--- config.mk ---
export PLATFORM = sky130hd
export DESIGN_NAME = gpio_seq_ctrl
export DESIGN_NICKNAME = d
export VERILOG_FILES = /design/src/rtl/gpio_seq_pkg.sv /design/src/rtl/gpio_seq_ram.sv /design/src/rtl/gpio_seq_ctrl.sv
export SDC_FILE = /design/constraint.sdc
export NUM_CORES = 1
export LEC_CHECK = 0
export CAP_MARGIN = 10
export CORE_ASPECT_RATIO = 0.8
export CORE_MARGIN = 4
export CORE_UTILIZATION = 23
export CTS_BUF_LIST = sky130_fd_sc_hd__clkbuf_16
export CTS_CLUSTER_SIZE = 12
export DETAILED_ROUTE_END_ITERATION = 10
export SETUP_SLACK_MARGIN = 0.5
export SKIP_LAST_GASP = 1
export SLEW_MARGIN = 5
export SYNTH_ARGS = -nofsm -noshare
export SYNTH_HDL_FRONTEND = slang
export SYNTH_HIERARCHICAL = 1
export SYNTH_SLANG_ARGS = --single-unit
--- constraint.sdc ---
create_clock -name csi_MCLK_clk -period 8.9 [get_ports csi_MCLK_clk]
set_input_delay 1.335 -clock csi_MCLK_clk [delete_from_list [all_inputs] [get_ports csi_MCLK_clk]]
set_output_delay 1.335 -clock csi_MCLK_clk [all_outputs]
set_load 0.03 [all_outputs]
--- src/rtl/gpio_seq_pkg.sv ---
// Shared types and constants for the GPIO bit-bang sequencer.
package gpio_seq_pkg;

  // Command opcodes stored in the upper two bits of each command RAM word.
  typedef enum logic [1:0] {
    OpSetData = 2'd0,
    OpSetOe   = 2'd1,
    OpDelay   = 2'd2,
    OpPoll    = 2'd3
  } op_e;

  // Sequencer FSM states.
  typedef enum logic [2:0] {
    StIdle    = 3'd0,
    StFetch   = 3'd1,
    StExec    = 3'd2,
    StDelay   = 3'd3,
    StPollRq  = 3'd4,
    StPollChk = 3'd5,
    StFinish  = 3'd6
  } state_e;

  // CPU-side register word addresses.
  localparam logic [2:0] AddrCtrl     = 3'd0;
  localparam logic [2:0] AddrStatus   = 3'd1;
  localparam logic [2:0] AddrLen      = 3'd2;
  localparam logic [2:0] AddrCmdOp    = 3'd3;
  localparam logic [2:0] AddrCmdArg   = 3'd4;
  localparam logic [2:0] AddrPollMask = 3'd5;
  localparam logic [2:0] AddrPollTmo  = 3'd6;
  localparam logic [2:0] AddrPins     = 3'd7;

  // CTRL register bit positions.
  localparam int unsigned CtrlStartBit = 0;
  localparam int unsigned CtrlAbortBit = 1;
  localparam int unsigned CtrlClrBit   = 2;

  // GPIO peripheral word addresses.
  localparam logic [2:0] GpioAddrData = 3'd2;
  localparam logic [2:0] GpioAddrOe   = 3'd4;

  // Width of one command word: {opcode, 32-bit argument}.
  localparam int unsigned CmdWidth = 34;

endpackage

--- src/rtl/gpio_seq_ram.sv ---
// Command RAM: one write port from the CPU loader, one registered read port for the sequencer.
module gpio_seq_ram #(
  parameter int unsigned DEPTH = 16,
  parameter int unsigned AW    = 4,
  parameter int unsigned WIDTH = 34
) (
  input  logic             clk_i,
  input  logic             rst_i,
  input  logic             we_i,
  input  logic [AW-1:0]    waddr_i,
  input  logic [WIDTH-1:0] wdata_i,
  input  logic             re_i,
  input  logic [AW-1:0]    raddr_i,
  output logic [WIDTH-1:0] rdata_o
);

  logic [WIDTH-1:0] mem_q [DEPTH];
  logic [WIDTH-1:0] rdata_q, rdata_d;

  // Storage array; intentionally not reset.
  always_ff @(posedge clk_i) begin
    if (we_i) begin
      mem_q[waddr_i] <= wdata_i;
    end
  end

  // Read data holds its value between fetches so the current command stays visible.
  always_comb begin
    rdata_d = rdata_q;
    if (re_i) begin
      rdata_d = mem_q[raddr_i];
    end
  end

  // Registered read output.
  always_ff @(posedge clk_i or posedge rst_i) begin
    if (rst_i) begin
      rdata_q <= '0;
    end else begin
      rdata_q <= rdata_d;
    end
  end

  assign rdata_o = rdata_q;

endmodule

--- src/rtl/gpio_seq_ctrl.sv ---
// GPIO bit-bang sequencer: runs a CPU-loaded command program against the GPIO slave port.
module gpio_seq_ctrl
  import gpio_seq_pkg::*;
#(
  parameter int unsigned DEPTH = 16,
  parameter int unsigned AW    = 4
) (
  input  logic        csi_MCLK_clk,
  input  logic        rsi_MRST_reset,
  input  logic [2:0]  avs_ctrl_address,
  input  logic        avs_ctrl_write,
  input  logic        avs_ctrl_read,
  input  logic [31:0] avs_ctrl_writedata,
  output logic [31:0] avs_ctrl_readdata,
  output logic        avs_ctrl_waitrequest,
  output logic [2:0]  avm_gpio_address,
  output logic        avm_gpio_write,
  output logic        avm_gpio_read,
  output logic [31:0] avm_gpio_writedata,
  output logic [3:0]  avm_gpio_byteenable,
  input  logic [31:0] avm_gpio_readdata,
  output logic        irq
);

  localparam logic [AW:0]   LenOne = 1;
  localparam logic [AW-1:0] PtrOne = 1;

  state_e          state_q, state_d;
  logic [AW:0]     pc_q, pc_d;
  logic [AW:0]     len_q, len_d;
  logic [AW-1:0]   ld_ptr_q, ld_ptr_d;
  logic [1:0]      op_stage_q, op_stage_d;
  logic [31:0]     mask_q, mask_d;
  logic [31:0]     tmo_q, tmo_d;
  logic [31:0]     pins_q, pins_d;
  logic [31:0]     cnt_q, cnt_d;
  logic            busy_q, busy_d;
  logic            done_q, done_d;
  logic            timeout_q, timeout_d;
  logic [31:0]     rdata_q, rdata_d;

  logic            ctrl_wr, start, abort, clr;
  logic            ram_we, ram_re;
  logic [CmdWidth-1:0] ram_wdata, ram_rdata;
  op_e             cmd_op;
  logic [31:0]     cmd_arg;
  logic            last_cmd, poll_match, adv;

  assign ctrl_wr = avs_ctrl_write && (avs_ctrl_address == AddrCtrl);
  assign start   = ctrl_wr && avs_ctrl_writedata[CtrlStartBit];
  assign abort   = ctrl_wr && avs_ctrl_writedata[CtrlAbortBit];
  assign clr     = ctrl_wr && avs_ctrl_writedata[CtrlClrBit];

  assign ram_we    = avs_ctrl_write && (avs_ctrl_address == AddrCmdArg) && !busy_q;
  assign ram_wdata = {op_stage_q, avs_ctrl_writedata};
  assign ram_re    = (state_q == StFetch);

  gpio_seq_ram #(
    .DEPTH(DEPTH),
    .AW   (AW),
    .WIDTH(CmdWidth)
  ) u_ram (
    .clk_i  (csi_MCLK_clk),
    .rst_i  (rsi_MRST_reset),
    .we_i   (ram_we),
    .waddr_i(ld_ptr_q),
    .wdata_i(ram_wdata),
    .re_i   (ram_re),
    .raddr_i(pc_q[AW-1:0]),
    .rdata_o(ram_rdata)
  );

  assign cmd_op     = op_e'(ram_rdata[CmdWidth-1:CmdWidth-2]);
  assign cmd_arg    = ram_rdata[31:0];
  assign last_cmd   = (pc_q == (len_q - LenOne));
  assign poll_match = ((avm_gpio_readdata ^ cmd_arg) & mask_q) == '0;

  // CPU-programmed configuration registers and command loader pointer.
  always_comb begin
    len_d      = len_q;
    ld_ptr_d   = ld_ptr_q;
    op_stage_d = op_stage_q;
    mask_d     = mask_q;
    tmo_d      = tmo_q;
    if (avs_ctrl_write) begin
      case (avs_ctrl_address)
        AddrLen: begin
          if (!busy_q) begin
            len_d    = avs_ctrl_writedata[AW:0];
            ld_ptr_d = '0;
          end
        end
        AddrCmdOp: begin
          if (!busy_q) begin
            op_stage_d = avs_ctrl_writedata[1:0];
          end
        end
        AddrCmdArg: begin
          if (!busy_q) begin
            ld_ptr_d = ld_ptr_q + PtrOne;
          end
        end
        AddrPollMask: mask_d = avs_ctrl_writedata;
        AddrPollTmo:  tmo_d  = avs_ctrl_writedata;
        default: ;
      endcase
    end
  end

  // Sequencer next-state: program execution, status flags and pin capture.
  always_comb begin
    state_d   = state_q;
    pc_d      = pc_q;
    cnt_d     = cnt_q;
    busy_d    = busy_q;
    done_d    = done_q;
    timeout_d = timeout_q;
    pins_d    = pins_q;
    adv       = 1'b0;

    if (clr) begin
      done_d    = 1'b0;
      timeout_d = 1'b0;
    end

    unique case (state_q)
      StIdle: begin
        if (start) begin
          if (len_q == '0) begin
            done_d = 1'b1;
          end else begin
            pc_d      = '0;
            busy_d    = 1'b1;
            done_d    = 1'b0;
            timeout_d = 1'b0;
            state_d   = StFetch;
          end
        end
      end
      StFetch: state_d = StExec;
      StExec: begin
        unique case (cmd_op)
          OpSetData, OpSetOe: adv = 1'b1;
          OpDelay: begin
            // The DELAY state is entered only for non-zero counts so arg cycles are added exactly.
            if (cmd_arg == '0) begin
              adv = 1'b1;
            end else begin
              cnt_d   = cmd_arg - 32'd1;
              state_d = StDelay;
            end
          end
          OpPoll: begin
            cnt_d   = tmo_q;
            state_d = StPollRq;
          end
        endcase
      end
      StDelay: begin
        if (cnt_q == '0) begin
          adv = 1'b1;
        end else begin
          cnt_d = cnt_q - 32'd1;
        end
      end
      StPollRq: state_d = StPollChk;
      StPollChk: begin
        pins_d = avm_gpio_readdata;
        if (poll_match) begin
          adv = 1'b1;
        end else if (cnt_q == '0) begin
          timeout_d = 1'b1;
          state_d   = StFinish;
        end else begin
          cnt_d   = cnt_q - 32'd1;
          state_d = StPollRq;
        end
      end
      StFinish: begin
        busy_d  = 1'b0;
        done_d  = !timeout_q;
        state_d = StIdle;
      end
      default: state_d = StIdle;
    endcase

    if (adv) begin
      if (last_cmd) begin
        state_d = StFinish;
      end else begin
        pc_d    = pc_q + LenOne;
        state_d = StFetch;
      end
    end

    // Abort beats everything else and never reports completion.
    if (abort) begin
      state_d   = StIdle;
      busy_d    = 1'b0;
      done_d    = clr ? 1'b0 : done_q;
      timeout_d = clr ? 1'b0 : timeout_q;
    end
  end

  // CPU read data mux, registered on the read strobe.
  always_comb begin
    rdata_d = rdata_q;
    if (avs_ctrl_read) begin
      case (avs_ctrl_address)
        AddrStatus:   rdata_d = {16'h0, 8'(pc_q), 5'h0, timeout_q, done_q, busy_q};
        AddrLen:      rdata_d = 32'(len_q);
        AddrPollMask: rdata_d = mask_q;
        AddrPollTmo:  rdata_d = tmo_q;
        AddrPins:     rdata_d = pins_q;
        default:      rdata_d = '0;
      endcase
    end
  end

  // State registers.
  always_ff @(posedge csi_MCLK_clk or posedge rsi_MRST_reset) begin
    if (rsi_MRST_reset) begin
      state_q    <= StIdle;
      pc_q       <= '0;
      len_q      <= '0;
      ld_ptr_q   <= '0;
      op_stage_q <= '0;
      mask_q     <= '0;
      tmo_q      <= '0;
      pins_q     <= '0;
      cnt_q      <= '0;
      busy_q     <= 1'b0;
      done_q     <= 1'b0;
      timeout_q  <= 1'b0;
      rdata_q    <= '0;
    end else begin
      state_q    <= state_d;
      pc_q       <= pc_d;
      len_q      <= len_d;
      ld_ptr_q   <= ld_ptr_d;
      op_stage_q <= op_stage_d;
      mask_q     <= mask_d;
      tmo_q      <= tmo_d;
      pins_q     <= pins_d;
      cnt_q      <= cnt_d;
      busy_q     <= busy_d;
      done_q     <= done_d;
      timeout_q  <= timeout_d;
      rdata_q    <= rdata_d;
    end
  end

  // GPIO master strobes decoded from the current state; write and read are mutually exclusive.
  always_comb begin
    avm_gpio_write     = (state_q == StExec) && ((cmd_op == OpSetData) || (cmd_op == OpSetOe));
    avm_gpio_read      = (state_q == StPollRq);
    avm_gpio_address   = ((state_q == StExec) && (cmd_op == OpSetOe)) ? GpioAddrOe : GpioAddrData;
    avm_gpio_writedata = avm_gpio_write ? cmd_arg : '0;
  end

  assign avm_gpio_byteenable  = 4'hF;
  assign avs_ctrl_waitrequest = 1'b0;
  assign avs_ctrl_readdata    = rdata_q;
  assign irq                  = done_q | timeout_q;

endmodule

==> impl_metrics.prom <==
# TYPE chip_impl_metric gauge
chip_impl_metric{name="yosysSeqAreaShare",unit=""} 0.665
chip_impl_metric{name="synth_xor_area_frac",unit=""} 0.0174
chip_impl_metric{name="total_power",unit="mW"} 11.4
chip_impl_metric{name="netlist-cell-type-count",unit=""} 71
chip_impl_metric{name="global_route.overflow_total",unit=""} 0
chip_impl_metric{name="layout_min_cycle_time",unit="ns"} 4.50
chip_impl_metric{name="ios",unit=""} 146
chip_impl_metric{name="finalNetCount",unit=""} 2215
chip_impl_metric{name="post_drt_wl_per_cell",unit="um"} 23.5
chip_impl_metric{name="synth_fa_ha_area_frac",unit=""} 0.00268
chip_impl_metric{name="critical_path_peak_fanout",unit=""} 12
chip_impl_metric{name="vias",unit=""} 18900
chip_impl_info{name="timing.critical_path.to_type",value="primary output"} 1
chip_impl_metric{name="p_leak",unit="nW"} 12.8
chip_impl_metric{name="grt_util_all_layers",unit=""} 0.125
chip_impl_metric{name="timing.fmax",unit="MHz"} 222
chip_impl_info{name="cell_at_the_slowest_stage_of_the_critical_path",value="nor4_1"} 1
chip_impl_metric{name="skew",unit="ns"} 0.0410
chip_impl_metric{name="chipHeight",unit="um"} 345
chip_impl_metric{name="met1_track_demand_over_resource",unit=""} 0.172
chip_impl_metric{name="worst_ep_arrival_time",unit="ns"} 3.17
chip_impl_metric{name="dp.final_hpwl",unit="mm"} 63.9
chip_impl_metric{name="clk-insertion-delay-late",unit="ns"} 0.65
chip_impl_metric{name="number_of_buffers_on_the_longest_clock_path",unit=""} 3
chip_impl_metric{name="cts_repair_resize_count",unit=""} 0
chip_impl_info{name="timing.critical_path.from_type",value="flop"} 1
chip_impl_metric{name="min_delay_path_depth",unit=""} 1
chip_impl_info{name="root_buffer",value="clkbuf_16"} 1
chip_impl_info{name="worst_hold_path_type",value="reg2reg"} 1
chip_impl_metric{name="max_slew.worst_pin.slew",unit="ns"} 1.23
chip_impl_metric{name="drt_wl_total",unit="mm"} 95.4
chip_impl_metric{name="wire_length_of_the_first_global_routing_pass",unit="mm"} 137
chip_impl_metric{name="cts.sink_count",unit=""} 760
chip_impl_metric{name="final_critical_path_setup_slack",unit="ns"} 4.40
chip_impl_info{name="path_cells",value="nand2b_1, nor4_1, clkdlybuf4s50_1"} 1
chip_impl_metric{name="worst_setup_hold_path_clk_slew",unit="ns"} 0.06
chip_impl_metric{name="maxCapViolCount",unit=""} 0
chip_impl_metric{name="fp.coreArea",unit="sq um"} 141000
chip_impl_metric{name="via_count_of_the_first_global_routing_pass",unit=""} 18400
chip_impl_metric{name="synth.cell_area",unit="sq um"} 32700
chip_impl_metric{name="power_per_cell_area",unit="nW/um^2"} 298
chip_impl_metric{name="slew_headroom",unit=""} 0.183
chip_impl_info{name="synth_top_family_by_area",value="multiplexers"} 1
chip_impl_metric{name="largest_net_degree_at_the_start_of_global_routing",unit=""} 112
chip_impl_metric{name="htree_num_levels",unit=""} 3
chip_impl_metric{name="holdBufCountCts",unit=""} 0
chip_impl_metric{name="post_cts.repair.setup_buffers",unit=""} 0
chip_impl_metric{name="postSynthRegisterBits",unit=""} 760
chip_impl_metric{name="finalCritPeriodShare",unit=""} 0.506
chip_impl_metric{name="drc",unit=""} 0
chip_impl_info{name="tritoncts",value="done"} 1
chip_impl_metric{name="vdd_drop_max",unit="mV"} 0.232
chip_impl_metric{name="dieWidth",unit="um"} 430
chip_impl_metric{name="dpl_worst_slack",unit="ns"} 3.71
chip_impl_metric{name="use_met3",unit=""} 0.0296
chip_impl_metric{name="synthMuxAreaShare",unit=""} 0.155
chip_impl_metric{name="final_core_area_utilization",unit=""} 0.271
chip_impl_metric{name="post_synth_edffs",unit=""} 544
chip_impl_metric{name="synth-compound-area-share",unit=""} 0.0748
chip_impl_metric{name="hold_viol",unit=""} 0
chip_impl_metric{name="route.antenna.remaining_nets",unit=""} 0
chip_impl_metric{name="starting_density_of_the_core",unit=""} 0.232
chip_impl_metric{name="worst-endpoint-required",unit="ns"} 7.57
chip_impl_metric{name="port_buffers",unit=""} 139
chip_impl_metric{name="synth_area_per_cell",unit="sq um"} 16.3
chip_impl_metric{name="die-area",unit="sq um"} 148000
chip_impl_metric{name="drive_gt1_frac",unit=""} 0.206
chip_impl_metric{name="netlist_instances",unit=""} 2010
chip_impl_metric{name="detail_route.iter0.violations",unit=""} 1807
chip_impl_metric{name="ys_async_sr_fraction",unit=""} 0.284
chip_impl_info{name="timing.setup.critical_path_class",value="reg2out"} 1
chip_impl_info{name="outcome",value="finished clean"} 1
chip_impl_metric{name="antenna_found_initial",unit=""} 9
chip_impl_metric{name="syn_to_final_growth",unit="%"} 16.9
chip_impl_metric{name="weighted_congestion_at_the_end_of_routability_driven_global_placement",unit=""} 0.877
chip_impl_metric{name="grt.met2_usage",unit=""} 0.193
chip_impl_info{name="dominantRegCellSynth",value="edfxtp_1"} 1
chip_impl_info{name="top_usage_layer_grt",value="met2"} 1
chip_impl_metric{name="slew_violations",unit=""} 0
chip_impl_metric{name="totalNegativeSetupSlack",unit="ns"} 0
chip_impl_info{name="unrepaired_setup_endpoints_after_global_routing",value="false"} 1
chip_impl_metric{name="fillers",unit=""} 14200
chip_impl_metric{name="floorplan.rows",unit=""} 123
chip_impl_metric{name="ys_warn_count",unit=""} 6
chip_impl_metric{name="number_of_buffers_added_by_the_clock_tree_synthesis_step",unit=""} 79
chip_impl_metric{name="reg2regPathDepth",unit=""} 7
chip_impl_metric{name="routed_via_density",unit=""} 4.66
chip_impl_metric{name="drt_pass1_iterations",unit=""} 5
chip_impl_metric{name="worst_path_largest_cell_delay",unit="ns"} 0.88
chip_impl_metric{name="post_synth_and_or_nand_nor_area_fraction",unit=""} 0.0535
chip_impl_metric{name="finalSetupViolations",unit=""} 0
[worst max-delay path: cells and delay by family, from the launching register on]
family / cells / cell delay, ns
flip-flops: 1 / 0.57
AND/OR/NAND/NOR: 2 / 1.12
buffers and inverters: 1 / 0.85
[where the power goes]
part / total [mW] / leakage [nW] / internal, mW / switching [mW]
clock: 2.96 / 1.19 / 1.61 / 1.35
sequential: 4.90 / 7.48 / 4.18 / 0.721
combinational: 3.52 / 4.15 / 1.51 / 2.01
total: 11.4 / 12.8 / 7.30 / 4.08
[cell type report]
type | instances | area, sq um | share of cell area
multi-input cells | 1081 | 10100 | 0.264
well taps | 1875 | 2350 | 0.0613
clock buffers | 79 | 1980 | 0.0517
inverters | 46 | 180 | 0.00471
repair buffers | 169 | 1610 | 0.0421
clock inverters | 51 | 280 | 0.00733
flip-flops and latches | 760 | 21800 | 0.569
diodes | 6 | 15.0 | 0.000393
[kinds of logic after synthesis]
| logic type | Yosys count |
|---|---|
| DFF | 760 |
| and+or+nand+nor | 351 |
| AOI/OAI and AO/OA | 337 |
| muxes | 315 |
| buffers and inverters | 173 |
| xor gates and xnor gates | 65 |
| adders and majority gates | 7 |
| other | 2 |
[cell usage after synthesis (all sizes together) (10+ instances only)]
library cell,number,area [sq um]
edfxtp,544,16300
dfrtp,216,5410
mux4,136,3120
mux2,121,1360
nor2,119,454
o21ai,77,385
clkbuf,71,333
o22ai,63,438
a21oi,58,290
mux2i,58,581
buf,56,539
nand2,56,210
xor2,49,429
inv,46,173
nor3,43,236
a22oi,39,307
and2,36,225
a221oi,34,510
nor4,20,125
nand3,18,90.1
xnor2,16,140
a31oi,14,87.6
nand2b,10,62.6
nand4,10,62.6
or4,10,75.1
[metrics by stage]
stage	hold WS [ns]	cell area (sq um)	instances
finish	0.477	38300	4067
global route	0.497	38200	4061
CTS	0.483	38200	4060
detailed placement	0.471	36000	3930
global placement	0.465	36000	3930
floorplan	0.471	32700	2014
[worst paths after layout]
| path | startpoint | end | slack (ns) |
|---|---|---|---|
| min in group asynchronous | rsi_MRST_reset | avs_ctrl_readdata[17] | 1.42 |
| min | avs_ctrl_readdata[8] | avs_ctrl_readdata[8] | 0.48 |
| min reg2reg | avs_ctrl_readdata[8] | avs_ctrl_readdata[8] | 0.48 |
| max | state_q[1] | avm_gpio_writedata[0] | 4.40 |
| max in group asynchronous | rsi_MRST_reset | pc_q[3] | 5.79 |
| max reg2reg | u_ram/rdata_o[28] | cnt_q[17] | 5.28 |
[metal layers]
layer	part of all wire	wire, um	up-vias
met5	0.000073	7	-
met4	0.035	3300	2
met3	0.067	6430	153
met2	0.46	44000	662
met1	0.44	41700	9955
li1	-	-	8169
[layout by cell type, fill, tap and decap left out, drive strengths merged, types with 6 or more instances in the layout]
cell / Yosys / final
nand2: 56 / 56
dfrtp: 216 / 216
nor4: 20 / 20
nor3: 43 / 43
nand2b: 10 / 10
nor2: 119 / 119
buf: 56 / 33
diode: 0 / 6
or4: 10 / 10
inv: 46 / 73
o22ai: 63 / 63
o21a: 6 / 6
a22oi: 39 / 39
o21ai: 77 / 77
mux2i: 58 / 58
a31oi: 14 / 14
mux4: 136 / 136
a221oi: 34 / 34
or3: 6 / 6
ha: 7 / 7
clkinv: 0 / 23
mux2: 121 / 121
nand3: 18 / 18
edfxtp: 544 / 544
and2: 36 / 36
xor2: 49 / 49
nand4: 10 / 10
clkbuf: 71 / 79
a211oi: 8 / 8
conb: 2 / 6
a21oi: 58 / 58
clkdlybuf4s50: 0 / 136
xnor2: 16 / 16
[registers in the layout, summed over array words and instances (netlist names)]
| signal | flops |
|---|---|
| avs_ctrl_readdata | 32 |
| busy_q | 1 |
| cnt_q | 32 |
| done_q | 1 |
| ld_ptr_q | 4 |
| len_q | 5 |
| mask_q | 32 |
| op_stage_q | 2 |
| pc_q | 5 |
| pins_q | 32 |
| state_q | 3 |
| timeout_q | 1 |
| tmo_q | 32 |
| u_ram/mem_q | 544 |
| u_ram/rdata_o | 34 |
No activity file was read; power rests on OpenSTA's default activity.
